`src/rtl/memory_bus_arbiter.sv`:
```
// memory_bus_arbiter: round-robin client arbiter with one outstanding bus transaction
module memory_bus_arbiter #(
    parameter int N_PORTS   = 4,
    parameter int SRC_W     = 2,
    parameter int ADDR_W    = 32,
    parameter int PAYLOAD_W = 64,
    parameter int TIMEOUT   = 255,
    localparam int PKT_W    = 2 + SRC_W + ADDR_W + PAYLOAD_W
) (
    input  logic                           clk,
    input  logic                           reset_n,
    input  logic [N_PORTS-1:0]             cli_req_valid,
    input  logic [N_PORTS-1:0]             cli_req_write,
    input  logic [N_PORTS*ADDR_W-1:0]      cli_req_addr,
    input  logic [N_PORTS*PAYLOAD_W-1:0]   cli_req_payload,
    output logic [N_PORTS-1:0]             cli_req_accept,
    output logic [N_PORTS-1:0]             cli_rsp_valid,
    output logic [PAYLOAD_W-1:0]           cli_rsp_payload,
    input  logic                           bus_request_busy,
    output logic                           bus_send_request,
    output logic [PKT_W-1:0]               bus_req_pkt,
    input  logic                           bus_response_busy,
    input  logic [PKT_W-1:0]               bus_rsp_pkt,
    output logic                           bus_get_response,
    output logic                           bus_error
);
    typedef enum logic {IDLE, WAIT_RSP} state_t;

    state_t               state, state_nx;
    logic [SRC_W-1:0]     rr_ptr, rr_nx, pend_src, pend_nx, g;
    logic [7:0]           timer, timer_nx;
    logic [N_PORTS-1:0]   req, accept_nx, rsp_valid_nx;
    logic [PAYLOAD_W-1:0] payload_nx;
    logic [PKT_W-1:0]     pkt_nx;
    logic                 any, wr, grant_ok, rsp_seen, rsp_ok, rsp_bad, tmo, get_nx, err_nx;
    logic [1:0]           rsp_type;
    logic [SRC_W-1:0]     rsp_src;
    logic                 unused_rsp_addr;

    assign rsp_type        = bus_rsp_pkt[PKT_W-1 -: 2];
    assign rsp_src         = bus_rsp_pkt[PAYLOAD_W+ADDR_W +: SRC_W];
    assign unused_rsp_addr = ^bus_rsp_pkt[PAYLOAD_W +: ADDR_W];

    // A client whose accept pulse is still showing has not yet dropped valid, and a
    // response being consumed this cycle is still in the slot; neither may be seen twice.
    assign req      = cli_req_valid & ~cli_req_accept;
    assign rsp_seen = bus_response_busy && !bus_get_response;

    // Round-robin pick: first requesting client at or after rr_ptr
    always_comb begin
        g   = '0;
        any = 1'b0;
        for (int i = N_PORTS-1; i >= 0; i--)
            if (req[(int'(rr_ptr)+i)%N_PORTS]) begin
                any = 1'b1;
                g   = SRC_W'((int'(rr_ptr)+i)%N_PORTS);
            end
    end

    assign wr       = cli_req_write[g];
    assign grant_ok = state == IDLE && any && !bus_request_busy;
    assign rsp_ok   = state == WAIT_RSP && rsp_seen && rsp_type == 2'd2 && rsp_src == pend_src;
    assign rsp_bad  = rsp_seen && !rsp_ok;
    assign tmo      = state == WAIT_RSP && !rsp_ok && timer == 8'(TIMEOUT-1);

    // State and output registers; reset drops any transaction in flight
    always_ff @(posedge clk or negedge reset_n) begin
        if (!reset_n) begin
            state            <= IDLE;
            rr_ptr           <= '0;
            pend_src         <= '0;
            timer            <= '0;
            cli_req_accept   <= '0;
            cli_rsp_valid    <= '0;
            cli_rsp_payload  <= '0;
            bus_send_request <= 1'b0;
            bus_req_pkt      <= '0;
            bus_get_response <= 1'b0;
            bus_error        <= 1'b0;
        end else begin
            state            <= state_nx;
            rr_ptr           <= rr_nx;
            pend_src         <= pend_nx;
            timer            <= timer_nx;
            cli_req_accept   <= accept_nx;
            cli_rsp_valid    <= rsp_valid_nx;
            cli_rsp_payload  <= payload_nx;
            bus_send_request <= grant_ok;
            bus_req_pkt      <= pkt_nx;
            bus_get_response <= get_nx;
            bus_error        <= err_nx;
        end
    end

    // Next state: reads wait for a response, writes stay idle; response beats timeout
    always_comb begin
        state_nx = grant_ok && !wr ? WAIT_RSP : (rsp_ok || tmo) ? IDLE : state;
        rr_nx    = !grant_ok ? rr_ptr : (int'(g) == N_PORTS-1) ? '0 : g + 1'b1;
        pend_nx  = grant_ok ? g : pend_src;
        timer_nx = grant_ok ? '0 : state == WAIT_RSP ? timer + 8'd1 : timer;
    end

    // Next outputs: pulses for one cycle, packet and read data hold their last value
    always_comb begin
        accept_nx    = grant_ok ? N_PORTS'(1) << g : '0;
        pkt_nx       = grant_ok ? {1'b0, wr, g, cli_req_addr[int'(g)*ADDR_W +: ADDR_W],
                                   wr ? cli_req_payload[int'(g)*PAYLOAD_W +: PAYLOAD_W] : PAYLOAD_W'(0)}
                                : bus_req_pkt;
        get_nx       = rsp_seen;
        rsp_valid_nx = rsp_ok ? N_PORTS'(1) << pend_src : '0;
        payload_nx   = rsp_ok ? bus_rsp_pkt[PAYLOAD_W-1:0] : cli_rsp_payload;
        err_nx       = bus_error || rsp_bad || tmo;
    end
endmodule

```
`config.mk`:
```
export PLATFORM = sky130hd
export DESIGN_NAME = memory_bus_arbiter
export DESIGN_NICKNAME = d
export VERILOG_FILES = /design/src/rtl/memory_bus_arbiter.sv
export SDC_FILE = /design/constraint.sdc
export NUM_CORES = 1
export LEC_CHECK = 0
export ABC_CLOCK_PERIOD_IN_PS = 5000
export CORE_AREA = 8 8 257 259
export DETAILED_ROUTE_END_ITERATION = 10
export DIE_AREA = 0 0 265 267
export PLACE_DENSITY = 0.43
export SLEW_MARGIN = 5
export SYNTH_ARGS = -nofsm -noshare
export SYNTH_HDL_FRONTEND = slang
export SYNTH_SLANG_ARGS = --single-unit
```
`constraint.sdc`:
```
create_clock -name clk -period 5 [get_ports clk]
set_clock_uncertainty 0.1 [all_clocks]
set_input_delay 1.5 -clock clk [delete_from_list [all_inputs] [get_ports clk]]
set_output_delay 1.5 -clock clk [all_outputs]
set_load 0.02 [all_outputs]
```
==> metrics.yaml, run 1 <==
outcome: "complete, no violations"
rsz0062_at_grt: "no"
cts_hold_buffers: 0
syn-num-nets: 1638
syn_area_mm2: 0.00982
clk_latency_ns: 0.48
grt_pass1_wl_mm: 73.7
tns_ns: 0
p_switching_w: 0.00387
die_h_um: 267
wl_per_cell_um: 20.3
yosysTopAreaCell: "dfrtp_1"
cts_sinks: 185
drt_iter0_drc: 627
syn_to_final_growth_pct: 79.4
p_leak_nw: 7.48
drive_above_1_share_pct: 6.90
total_power_w: 0.00907
wl_mm: 51.2
post_cts_buffers: 0
fin_crit_sh_pct: 75.0
async_flop_share_pct: 100
synthXorXnorAreaFrac_pct: 0.624
maxCapViolations: 0
cts-buffers-inserted: 17
crit_path_end_kind: "flop"
via_per_inst: 4.19
p_seq_share_pct: 28.5
crit_family: "compound AO/OA/AOI/OAI gates"
critPathRequiredTime_ns: 5.28
synthSimpleGateAreaFrac_pct: 28.8
synthAdderAreaFrac_pct: 0.764
die_w_um: 265
synth_compound_area_share_pct: 10.4
worstSetupPathType: "input pin to flop"
post_cts_resize_count: 0
synth_flop_cell: "dfrtp_1"
vias: 10600
slew-limit-headroom_pct: 37.7
synth.yosys.seq_area_share_pct: 47.1
synth_top_family_by_area: "simple AND/OR/NAND/NOR gates"
core_mm2: 0.0622
synthMuxAreaShare_pct: 7.64
io_buffers: 637
synth.top_cell.area_share_pct: 47.1
hpwl_mm: 38.9
synth_edf_count: 0
hold_viol_final: 0
first_global_vias: 11000
synth-warning-count: 0
drtPass1Iterations: 5
finalNetCount: 2214
gp_congestion: 0.827
crit_chain: "clkdlybuf4s50_1 > nor2b_1 > o21ai_1 > a21oi_4 > inv_6 > buf_12 > nand2_1 > nand3_1 > a32o_1"
maxSlewViolCount: 0
slowest_stage: "clkdlybuf4s50_1"
tightest_slew_ns: 0.934
crit_buf_inv: 3
dieArea_mm2: 0.0708
internal_power_w: 0.00520
syn-mean-instance-area_um2: 8.65
timing.fmax_mhz: 267
switching_share_pct: 42.7
cpPeakStageDelay_ns: 0.46
syn_inst: 1136
grt_antenna_before_repair: 10
cp-start-kind: "input pin"
overflow: 0
vdd_ir_drop_max_v: 0.000302
cp.arrival_ns: 4.03
combPwrFrac_pct: 56.1
drcViolationCount: 0
grt_max_degree: 147
grt_use_total_pct: 13.9
crit_fanout: 146
initial_core_util_pct: 15.8
min_period_ns: 3.75
synth.distinct_cells: 43
cts_buffer_depth: 2
htreeDepth: 4
synthTopCellsByArea: "dfrtp_1, nand2_1, mux2_2"
num_rows: 92
path_clk_slew_ns: 0.08
clockRootBuffer: "clkbuf_16"
power_density_mw_per_mm2: 515
hold_path_class: "flop to flop"
synth-seq-cells: 185
finalSetupViolations: 0
clock_power_share_pct: 15.4
drtAntennaViolNets: 0
io_pins: 671
cts_tree: "done"
## kinds of logic after synthesis
group / after synthesis
xor+xnor: 7
flops: 185
mux: 67
other cells: 1
simple gates: 652
buf+inv: 102
fa+ha+maj: 6
compound gates: 116
## cell usage after synthesis, drive strengths merged, types with 2 or more instances
cell	instances
o31ai	32
nor2b	4
and2	4
a32o	64
and3	66
buf	32
o21ai	5
a31oi	2
nand3	129
nand2b	2
a21o	2
a21oi	5
nor2	10
mux2	64
dfrtp	185
xor2	6
ha	6
mux2i	3
clkbuf	64
nand4	3
inv	6
nand2	427
## cell usage in the layout, fill, tap and decap left out, types with 4 or more instances in the layout
cell type / netlist / routed
nand3_1: 129 / 129
a32o_1: 64 / 64
clkdlybuf4s50_1: 0 / 636
nor2b_1: 4 / 4
nor2_1: 10 / 10
nand2_1: 427 / 427
xor2_1: 6 / 6
dfrtp_1: 185 / 185
a21oi_1: 4 / 4
mux2_2: 64 / 64
o31ai_1: 32 / 32
ha_1: 6 / 6
inv_6: 0 / 6
clkbuf_16: 0 / 17
inv_1: 5 / 4
and3_1: 66 / 66
and2_1: 4 / 4
buf_4: 3 / 7
buf_12: 0 / 9
## state kept, by name (all words and copies together) (netlist names)
register	cells
bus_get_response	1
state	1
bus_req_pkt	98
cli_req_accept	4
pend_src	1
timer	8
bus_send_request	1
cli_rsp_payload	64
cli_rsp_valid	4
rr_ptr	2
bus_error	1
## path summary, 6_finish.rpt
check,cells past startpoint,start,end,slack (ns)
setup / recovery,9,cli_req_valid[3],bus_req_pkt[2]$_DFFE_PN0N_,1.25
hold / removal,2,bus_req_pkt[89]$_DFFE_PN0N_,bus_req_pkt[89]$_DFFE_PN0N_,0.38
setup reg to reg,8,cli_req_accept[3]$_DFF_PN0_,bus_req_pkt[2]$_DFFE_PN0N_,2.35
hold reg to reg,2,bus_req_pkt[89]$_DFFE_PN0N_,bus_req_pkt[89]$_DFFE_PN0N_,0.38
max in group asynchronous,2,reset_n,cli_rsp_payload[43]$_DFFE_PN0P_,2.85
min in group asynchronous,1,reset_n,cli_rsp_payload[2]$_DFFE_PN0P_,1.00
## final cells by class
type / count / area (um^2)
Antenna cell: 2 / 5.00
Clock buffer: 19 / 443
Clock inverter: 13 / 128
Fill cell: 6678 / 44500
Inverter: 6 / 30.0
Multi-Input combinational cell: 849 / 4770
Sequential cell: 185 / 4630
Tap cell: 799 / 1000
Timing Repair Buffer: 653 / 6610
## worst reg2reg max path: stages, from the launching register on
cell and delay [ns]:
dfrtp_1 0.39, nor2b_1 0.24, o21ai_1 0.14, a21oi_4 0.37, inv_6 0.07, buf_12 0.18
nand2_1 0.49, nand3_1 0.22, a32o_1 0.33
## per-stage QoR
stage               hold WS (ns)  instances  utilization, %  area (um^2)  setup WS, ns
finish                     0.379       2526            28.3        17600          1.25
global route               0.402       2524            28.3        17600          1.21
CTS                        0.383       2524            28.3        17600          1.40
detailed placement         0.365       2492            27.4        17000         0.870
global placement           0.361       2492            27.4        17000         0.884
floorplan                  0.398       1136               -         9820          1.79
## power by group through the flow
stage	clock network (W)	logic [W]	registers (W)
global route	0.00153	0.00549	0.00269
floorplan	0	0.00183	0.00336
detailed placement	0	0.00520	0.00262
CTS	0.00149	0.00521	0.00260
finish	0.00140	0.00509	0.00258
global placement	0	0.00520	0.00260
## per-layer routing
layer / routed length [um] / track usage (%) / vias up
li1: - / - / 5061
met1: 20200 / 15.7 / 4971
met2: 24500 / 23.2 / 473
met3: 5170 / 6.31 / 61
met4: 1340 / 4.73 / 10
met5: 67 / 0 / -
(Power assumes the default switching activity.)
==> run 2, diff against run 1 <==
- ABC_CLOCK_PERIOD_IN_PS: 5000 -> 3000
- CORE_AREA: 8 8 257 259 -> 8 8 256 258
- DIE_AREA: 0 0 265 267 -> 0 0 264 266
- PLACE_DENSITY: 0.43 -> 0.45
- clock period: 5 -> 3 ns (I/O delays scaled with it)
==> run 2 against run 1 <==
  * Non-clock buffer count increased by 68
  * Utilization up 1.6 points
  * Critical endpoint is now bus_req_pkt[90]$_DFFE_PN0N_
  * Highest routed layer unchanged
  * Combinational power grew 77%
  * Critical path depth increased by 2
==> metrics.yaml, run 2 (synthesis results as in run 1) <==
outcome: "complete, no violations"  # unchanged
overflow: 0  # unchanged
maxSlewViolCount: 0  # unchanged
critical_path.startpoint: "cli_req_valid[3]"  # unchanged
drive_above_1_share_pct: 10.6  # was 6.90%
layout.cells.most_common: "clkdlybuf4s50_1"  # unchanged
dp.cells: 2551  # was 2492
cts_tree: "done"  # unchanged
ff_latch_area_mm2: 0.00463  # unchanged
via_per_inst: 4.23  # was 4.19
die_w_um: 264  # was 265 um
r2r_start: "cli_req_accept[0]$_DFF_PN0_"  # was cli_req_accept[3]$_DFF_PN0_
core_mm2: 0.0613  # was 0.0622 mm^2
num-fill-cells: 6533  # was 6678
fin_crit_sh_pct: 95.5
r2r_cells: 10  # was 8
crit_buf_inv: 5  # was 3
hold_path_class: "input pin to async pin"  # was flop to flop
multi_input_area_mm2: 0.00478  # was 0.00477 mm^2
hold_viol_final: 0  # unchanged
path_clk_slew_ns: 0.09  # was 0.08 ns
ff2ff_setup_slack_ns: 0.55  # was 2.35 ns
grt_antenna_before_repair: 3  # was 10
reg_top3: "bus_req_pkt: 98 flops, cli_rsp_payload: 64 flops, timer: 8 flops"  # unchanged
crit_top_cell: "buf_4"
finalNetCount: 2282  # was 2214
cp.depth: 11  # was 9
cp.arrival_ns: 3.14  # was 4.03 ns
dieArea_mm2: 0.0702  # was 0.0708 mm^2
tightest_slew_ns: 0.790  # was 0.934 ns
p_leak_nw: 7.90  # was 7.48 nW
gp_congestion: 0.860  # was 0.827
rsz0062_at_grt: "no"  # unchanged
crit_chain: "clkdlybuf4s50_1 > nor2b_2 > o21ai_1 > a21oi_4 > buf_4 > inv_6 > buf_16 > buf_4 > nand2_1 > and3_1 > o31ai_1"  # was clkdlybuf4s50_1 > nor2b_1 > o21ai_1 > a21oi_4 > inv_6 > buf_12 > nand2_1 > nand3_1 > a32o_1
grt_max_degree: 85  # was 147
cp-endpoint: "bus_req_pkt[90]$_DFFE_PN0N_"  # was bus_req_pkt[2]$_DFFE_PN0N_
layout_common_cells: "clkdlybuf4s50_1, nand2_1, dfrtp_1, nand3_1, and3_1"  # unchanged
drtAntennaViolNets: 0  # unchanged
cpPeakStageDelay_ns: 0.39  # was 0.46 ns
htreeDepth: 4  # unchanged
wl_per_cell_um: 19.9  # was 20.3 um
grt_use_total_pct: 14.1  # was 13.9%
crit_path_end_kind: "flop"  # unchanged
clk_latency_ns: 0.48  # about the same
clockRootBuffer: "clkbuf_16"  # unchanged
final_area_mm2: 0.0183  # was 0.0176 mm^2
final.setup.worst_slack_ns: 0.134  # was 1.25 ns
num_rows: 91  # was 92
cts-buffers-inserted: 17  # unchanged
largest_reg_flops: 98  # unchanged
r2r_end: "bus_req_pkt[90]$_DFFE_PN0N_"  # was bus_req_pkt[2]$_DFFE_PN0N_
wl_mm: 51.3  # was 51.2 mm
vias: 10900  # was 10600
fin_cells: 2584  # was 2526
crit_fanout: 50  # was 146
drtPass1Iterations: 5  # unchanged
slew-limit-headroom_pct: 47.3  # was 37.7%
power_density_mw_per_mm2: 859  # was 515 mW/mm^2
drcViolationCount: 0  # unchanged
critPathRequiredTime_ns: 3.28  # was 5.28 ns
total_power_w: 0.0157  # was 0.00907 W
largest-register: "bus_req_pkt"  # unchanged
initial_core_util_pct: 16.0  # was 15.8%
cts_hold_buffers: 0  # unchanged
first_global_vias: 11700  # was 11000
io_buffers: 637  # unchanged
die_h_um: 266  # was 267 um
vdd_ir_drop_max_v: 0.000342  # was 0.000302 V
grt_pass1_wl_mm: 75.1  # was 73.7 mm
slowest_stage: "clkdlybuf4s50_1"  # unchanged
cts_sinks: 185  # unchanged
worstSetupPathType: "input pin to flop"  # unchanged
finalSetupViolations: 0  # unchanged
timing.fmax_mhz: 349
hpwl_mm: 41.3  # was 38.9 mm
cp-start-kind: "input pin"  # unchanged
hold_ws_ns: 0.366  # was 0.379 ns
cts_buffer_depth: 2  # unchanged
drt_iter0_drc: 443  # was 627
placedInstanceArea_mm2: 0.0177  # was 0.0170 mm^2
io_pins: 671  # unchanged
syn_to_final_growth_pct: 86.6  # was 79.4%
crit_family: "buffers and inverters"  # was compound AO/OA/AOI/OAI gates
min_period_ns: 2.87
maxCapViolations: 0  # unchanged
pre_cts_ws_ns: -0.403  # was 0.870 ns
[run 2: cell count changes in the layout (fill, tap and decap cells not counted), moves of 2 or more]
cell / before / now
clkinvlp_4: 2 / 0
clkinv_8: 2 / 6
inv_6: 6 / 3
buf_4: 7 / 64
buf_12: 9 / 19
inv_12: 0 / 4
[run 2: area by class of cell]
| type | count | area share, % |
|---|---|---|
| multi-input combinational | 849 | 26.1 |
| clock buffer | 17 | 2.32 |
| sequential | 185 | 25.3 |
| tap | 790 | 5.39 |
| antenna | 1 | 0.0136 |
| inverter | 6 | 0.164 |
| clock inverter | 15 | 1.14 |
| timing repair buffer | 721 | 39.6 |
[run 2: metrics by stage]
stage                     utilization [%]  TNS, ns
after floorplan                         -        0
after global placement               28.9   -30.94
after detailed placement             28.9   -34.16
after CTS                            29.9        0
after global routing                 29.9        0
final                                29.9        0
[run 2: worst reg2reg max path, cell delays in order, from the launching register on]
cell      delay [ns]
dfrtp_1         0.42
nand2b_1        0.19
o21ai_2         0.19
a21oi_4         0.10
buf_4           0.16
inv_6           0.17
buf_16          0.24
buf_4           0.31
nand2_1         0.06
and3_1          0.17
o31ai_1         0.24
[run 2: what timing repair did]
action	4_1_cts	5_1_grt
setup buffers	0	0
setup endpoints to repair	0	5
gates resized for setup	0	3
[run 2: layer usage]
layer	part of all wire [%]	global-route usage (%)
met5	0.053	0
met4	3.3	5.29
met3	8.9	5.89
met2	48	24.0
met1	40	15.6
[run 2: worst min-delay path by stage]
stage / start / endpoint / slack [ns] / depth (start not counted)
floorplan: timer[0]$_DFFE_PN0P_ / timer[0]$_DFFE_PN0P_ / 0.40 / 1
global placement: bus_req_pkt[72]$_DFFE_PN0N_ / bus_req_pkt[72]$_DFFE_PN0N_ / 0.36 / 2
detailed placement: bus_req_pkt[98]$_DFFE_PN0N_ / bus_req_pkt[98]$_DFFE_PN0N_ / 0.37 / 1
CTS: reset_n / cli_rsp_payload[2]$_DFFE_PN0P_ / 0.36 / 1
global route: reset_n / cli_rsp_payload[3]$_DFFE_PN0P_ / 0.39 / 1
finish: reset_n / cli_rsp_payload[62]$_DFFE_PN0P_ / 0.37 / 1
[run 2: power breakdown]
part           internal [W]  switching (W)  leakage, nW
sequential          0.00363       0.000686         2.37
combinational       0.00432        0.00467         5.23
clock               0.00116        0.00129        0.303
total               0.00911        0.00664         7.90
